<file path="src/rtl/spi_cmd_pkg.sv">
// Shared FSM state encoding, opcode/response constants and the opcode decoder
// used by the SPI command controller.
package spi_cmd_pkg;

    typedef enum logic [1:0] {
        ST_IDLE    = 2'd0,
        ST_WR_DATA = 2'd1,
        ST_RESP    = 2'd2
    } state_t;

    typedef enum logic [2:0] {
        CMD_NOP,
        CMD_GET,
        CMD_WRITE,
        CMD_READ,
        CMD_ERR
    } cmd_t;

    localparam logic [7:0] OP_NOP    = 8'h00;
    localparam logic [7:0] RESP_ACK  = 8'hA5;
    localparam logic [7:0] RESP_ERR  = 8'hEE;
    localparam logic [1:0] PFX_WRITE = 2'b01;
    localparam logic [1:0] PFX_READ  = 2'b10;

    // Address bits above the register-file width must be zero for a legal access.
    function automatic cmd_t decode_cmd(input logic [7:0] op,
                                        input logic [7:0] get_op,
                                        input int         addr_w);
        logic [5:0] high_bits;
        cmd_t       cmd;
        high_bits = op[5:0] >> addr_w;
        if (op == get_op)
            cmd = CMD_GET;
        else if (op == OP_NOP)
            cmd = CMD_NOP;
        else if (high_bits != 6'd0)
            cmd = CMD_ERR;
        else if (op[7:6] == PFX_WRITE)
            cmd = CMD_WRITE;
        else if (op[7:6] == PFX_READ)
            cmd = CMD_READ;
        else
            cmd = CMD_ERR;
        return cmd;
    endfunction

endpackage

</file>
<file path="src/rtl/spi_cmd_timeout.sv">
// Loadable down-counter that strobes expire once it has been enabled for
// TIMEOUT_CYC cycles since the last load.
module spi_cmd_timeout #(
    parameter int TIMEOUT_CYC = 1024
) (
    input  logic CLOCK_50,
    input  logic rst_n,
    input  logic load,
    input  logic enable,
    output logic expire
);

    localparam int                CNT_W    = $clog2(TIMEOUT_CYC + 1);
    localparam logic [CNT_W-1:0] LOAD_VAL = CNT_W'(TIMEOUT_CYC - 1);

    logic [CNT_W-1:0] count;

    always_ff @(posedge CLOCK_50 or negedge rst_n) begin
        if (!rst_n)
            count <= '0;
        else if (load)
            count <= LOAD_VAL;
        else if (enable && (count != '0))
            count <= count - CNT_W'(1);
    end

    assign expire = enable && (count == '0);

endmodule

</file>
<file path="src/rtl/spi_cmd_ctrl.sv">
// SPI command decoder with a small control register file and state readback.
// Define SPI_CMD_CTRL_ERRCNT_EN to build the saturating protocol-error counter.
module spi_cmd_ctrl
    import spi_cmd_pkg::*;
#(
    parameter int         NUM_REGS      = 4,
    parameter int         TIMEOUT_CYC   = 1024,
    parameter logic [7:0] CMD_GET_STATE = 8'hFF
) (
    input  logic                  i_Clk,
    input  logic                  i_Rst_L,
    input  logic                  i_RX_DV,
    input  logic [7:0]            i_RX_Byte,
    input  logic                  i_SPI_CS_n,
    input  logic [1:0]            i_State,
    output logic                  o_TX_DV,
    output logic [7:0]            o_TX_Byte,
    output logic [8*NUM_REGS-1:0] o_Reg,
    output logic [7:0]            o_Err_Cnt
);

    localparam int ADDR_W = $clog2(NUM_REGS);

    state_t            state;
    cmd_t              cmd;
    logic [ADDR_W-1:0] wr_addr;
    logic [ADDR_W-1:0] rx_addr;
    logic [7:0]        reg_file [NUM_REGS];
    logic              to_load;
    logic              to_enable;
    logic              to_expire;

    assign cmd       = decode_cmd(i_RX_Byte, CMD_GET_STATE, ADDR_W);
    assign rx_addr   = i_RX_Byte[ADDR_W-1:0];
    assign to_load   = (state == ST_IDLE) && i_RX_DV && (cmd == CMD_WRITE);
    assign to_enable = (state == ST_WR_DATA);

    for (genvar g = 0; g < NUM_REGS; g++) begin : g_reg_out
        assign o_Reg[8*g +: 8] = reg_file[g];
    end

    spi_cmd_timeout #(
        .TIMEOUT_CYC (TIMEOUT_CYC)
    ) u_timeout (
        .CLOCK_50 (i_Clk),
        .rst_n    (i_Rst_L),
        .load     (to_load),
        .enable   (to_enable),
        .expire   (to_expire)
    );

    // Every response passes through RESP, so TX pulses are always spaced and
    // a byte arriving while a response is being loaded is dropped.
    always_ff @(posedge i_Clk or negedge i_Rst_L) begin
        if (!i_Rst_L) begin
            state     <= ST_IDLE;
            o_TX_DV   <= 1'b0;
            o_TX_Byte <= 8'h00;
            wr_addr   <= '0;
            for (int i = 0; i < NUM_REGS; i++)
                reg_file[i] <= 8'h00;
        end else begin
            o_TX_DV <= 1'b0;
            case (state)
                ST_IDLE: begin
                    if (i_RX_DV) begin
                        case (cmd)
                            CMD_GET: begin
                                o_TX_Byte <= {6'b0, i_State};
                                o_TX_DV   <= 1'b1;
                                state     <= ST_RESP;
                            end
                            CMD_READ: begin
                                o_TX_Byte <= reg_file[rx_addr];
                                o_TX_DV   <= 1'b1;
                                state     <= ST_RESP;
                            end
                            CMD_WRITE: begin
                                wr_addr <= rx_addr;
                                state   <= ST_WR_DATA;
                            end
                            CMD_ERR: begin
                                o_TX_Byte <= RESP_ERR;
                                o_TX_DV   <= 1'b1;
                                state     <= ST_RESP;
                            end
                            default: state <= ST_IDLE;
                        endcase
                    end
                end
                // A data byte wins over a simultaneous chip-select release.
                ST_WR_DATA: begin
                    if (i_RX_DV) begin
                        reg_file[wr_addr] <= i_RX_Byte;
                        o_TX_Byte         <= RESP_ACK;
                        o_TX_DV           <= 1'b1;
                        state             <= ST_RESP;
                    end else if (i_SPI_CS_n) begin
                        state <= ST_IDLE;
                    end else if (to_expire) begin
                        o_TX_Byte <= RESP_ERR;
                        o_TX_DV   <= 1'b1;
                        state     <= ST_RESP;
                    end
                end
                ST_RESP: state <= ST_IDLE;
                default: state <= ST_IDLE;
            endcase
        end
    end

`ifdef SPI_CMD_CTRL_ERRCNT_EN
    logic       err_event;
    logic [7:0] err_cnt;

    assign err_event = ((state == ST_IDLE) && i_RX_DV && (cmd == CMD_ERR)) ||
                       ((state == ST_WR_DATA) && !i_RX_DV && !i_SPI_CS_n && to_expire);

    always_ff @(posedge i_Clk or negedge i_Rst_L) begin
        if (!i_Rst_L)
            err_cnt <= 8'h00;
        else if (err_event && (err_cnt != 8'hFF))
            err_cnt <= err_cnt + 8'h01;
    end

    assign o_Err_Cnt = err_cnt;
`else
    assign o_Err_Cnt = 8'h00;
`endif

endmodule

</file>
<file path="config.mk">
export PLATFORM = sky130hd
export DESIGN_NAME = spi_cmd_ctrl
export DESIGN_NICKNAME = d
export VERILOG_FILES = /design/src/rtl/spi_cmd_pkg.sv /design/src/rtl/spi_cmd_timeout.sv /design/src/rtl/spi_cmd_ctrl.sv
export SDC_FILE = /design/constraint.sdc
export NUM_CORES = 1
export LEC_CHECK = 0
export ABC_AREA = 1
export CAP_MARGIN = 20
export CORE_MARGIN = 1.5
export CORE_UTILIZATION = 54
export DETAILED_ROUTE_END_ITERATION = 12
export PLACE_DENSITY = 0.84
export SLEW_MARGIN = 15
export SYNTH_ARGS = -nofsm -noshare
export SYNTH_HDL_FRONTEND = slang
export SYNTH_SLANG_ARGS = --single-unit
</file>
<file path="constraint.sdc">
create_clock -name i_Clk -period 2.9 [get_ports i_Clk]
set_clock_uncertainty 0.15 [all_clocks]
set_input_delay 0.435 -clock i_Clk [delete_from_list [all_inputs] [get_ports i_Clk]]
set_output_delay 0.435 -clock i_Clk [all_outputs]
set_load 0.03 [all_outputs]
</file>
==> impl_metrics.json <==
{
  "outcome": "finished with violations",
  "violations": "hold timing",
  "die-area_mm2": 0.00612,
  "chipHeight_um": 78.3,
  "ys_seq_area_share_pct": 45.8,
  "syn_inst": 384,
  "setup_slack_ns": 0.526,
  "cts_hold_buf": 0,
  "portBuffers": 54,
  "synth_cell_types": 36,
  "maxSlewHeadroom_pct": 59.2,
  "cts_buffer_depth": 2,
  "synth_area_leader_cell": "dfrtp_1",
  "drtPass1Iterations": 5,
  "hold_class": "primary input to async pin",
  "crit_path_end_kind": "register",
  "post_cts_resize_count": 0,
  "dpl_worst_slack_ns": 0.239,
  "p_seq_share_pct": 50.7,
  "layout-drive-gt1-share_pct": 8.90,
  "synth_area_mm2": 0.00306,
  "crit_required_ns": 2.94,
  "final_nets": 457,
  "rows": 27,
  "wl_per_cell_um": 13.7,
  "htreeDepth": 2,
  "cap_violations": 0,
  "antenna_found_initial": 0,
  "fin_crit_sh_pct": 81.9,
  "routed_wl_um": 7000,
  "synth.area.top_cells": "dfrtp_1 (46%), nand2_1 (10%), o21ai_0 (7.2%)",
  "tightest_slew_ns": 0.612,
  "ant_nets": 0,
  "finalSetupViolCount": 0,
  "grt_max_degree": 31,
  "ys_ff_latch": 56,
  "clock_power_share_pct": 21.5,
  "die_w_um": 78.3,
  "swShare_pct": 33.8,
  "fin_setup_tns_ns": 0,
  "r2r_start": "u_timeout.count[0]",
  "final_cell_area_mm2": 0.00370,
  "worstSkewPairLatency_ns": 0.30,
  "peakVddDrop_v": 0.000320,
  "fillers": 451,
  "drt_iter0_markers": 268,
  "syn_to_final_growth_pct": 21.0,
  "hpwl_um": 5400,
  "place_congestion": 0.948,
  "grt_pass1_wl_um": 11800,
  "drc_errors": 0,
  "cts_root_buf": "clkbuf_8",
  "synth-edff-count": 0,
  "cts_tree": "built",
  "initial_utilization_pct": 55.9,
  "hold_viol": 26,
  "fmax_mhz": 421,
  "postCtsSetupBuffers": 0,
  "worstPathArrival_ns": 2.41,
  "p_comb_share_pct": 27.8,
  "clkTransAtPathRegs_ns": 0.09,
  "dp_cells": 503,
  "async_reset_ff_share_pct": 100,
  "grt_pass1_vias": 2593,
  "antenna-diode-count": 0,
  "gr-total-overflow": 0,
  "final_cells": 510,
  "num_vias": 2749,
  "worstSetupStartpointType": "primary input",
  "cts_buffers": 5,
  "grt_usage_pct": 24.9,
  "yosysWarnings": 0,
  "synth_top_area_share_pct": 45.8,
  "power.internal_uw": 1240,
  "p_sw_uw": 632,
  "hold_ws_ns": -0.0216,
  "finalMaxSlewViolations": 0,
  "path_class": "primary input to register",
  "place_area_mm2": 0.00362,
  "p_leak_uw": 0.00175,
  "crit_fanout": 14,
  "cts.sinks": 56,
  "ys.flop_type": "dfrtp_1",
  "layout_min_cycle_time_ns": 2.37,
  "pwr_density_cell_mw_per_mm2": 505,
  "startpoint": "i_RX_Byte[6]",
  "syn_avg_cell_area_um2": 7.96,
  "core_region_area_mm2": 0.00547,
  "via_per_inst": 5.39,
  "rsz0062_at_grt": "false",
  "num_io_pins": 63
}
## final timing paths
check	to	slack [ns]	cells past startpoint
worst max-delay path	u_timeout.count[5]	0.53	9
worst min-delay path	o_Reg[16]	-0.02	1
worst max register to register	u_timeout.count[2]	0.93	10
worst min register to register	o_TX_Byte[4]	0.36	2
max in group asynchronous	o_Reg[5]	2.05	2
min in group i_Clk	o_TX_Byte[4]	0.36	2
## cells in the final DEF (no fill, tap or decap), drive strengths merged, types with 2 or more instances in the layout
cell type and instances:
ha 5, clkdlybuf4s50 53, dfrtp 56, o21ai 51, nand3 36, or2 2, xor2 2, nand2 86
inv 42, nand3b 3, clkbuf 6, buf 5, o211ai 2, a21oi 27, nor3 4, nand4 3
conb 8, nor2 40
## cells in the mapped netlist (all sizes together) (2+ instances only)
cell type and instances:
buf 12, nand4 3, o211ai 2, ha 5
inv 42, clkbuf 6, nand2 86, nand3b 3
nor3 4, nor2 40, a21oi 27, nand3 36
xor2 2, or2 2, o21ai 51, dfrtp 56
## cell families after synthesis
logic type / synth area share, %
compound gates: 14.4
simple gates: 27.4
xor+xnor: 0.859
fa+ha+maj: 2.05
buf+inv: 9.37
flops: 45.8
other cells: 0.123
## registers in the layout, indices dropped and copies added (netlist names)
signal           count
o_Reg               32
wr_addr              2
o_TX_DV              1
state                2
o_TX_Byte            8
u_timeout.count     11
## cell type report
class                      instances  area (um2)  area share [%]
sequential                        56        1400            37.9
clock inverter                     1        5.00           0.135
timing repair buffer              58         578            15.6
tap                               72        90.1            2.43
multi-input combinational        275        1400            37.7
inverter                          42         158            4.26
clock buffer                       6        72.6            1.96
## layer usage
layer | vias to the layer above | wire length [um] | GRT usage, %
li1 | 1346 | - | -
met1 | 1269 | 3030 | 31.6
met2 | 121 | 3390 | 42.2
met3 | 13 | 439 | 4.65
met4 | 0 | 138 | 10.0
met5 | - | 0 | 0
## per-stage QoR
step,util (%),power (uW)
floorplan,-,1290
global route,67.6,1980
CTS,67.6,1880
global placement,66.2,1470
detailed placement,66.2,1480
finish,67.6,1870
## critical path, cell delays in order
cell and delay (ns):
clkdlybuf4s50_1 0.53, inv_1 0.10, ha_1 0.26, nor4_1 0.53, nand2_4 0.17, nand2_4 0.19, nand2_1 0.07, nand2_1 0.06
nand3_1 0.06
## power groups by stage
stage | combinational (uW) | sequential (uW) | clock [uW]
2_1_floorplan | 248 | 1040 | 0
4_1_cts | 523 | 948 | 409
5_1_grt | 575 | 960 | 441
3_5_place_dp | 521 | 963 | 0
6_report | 520 | 949 | 402
3_3_place_gp | 510 | 962 | 0
No activity file was read; power rests on OpenSTA's default activity.
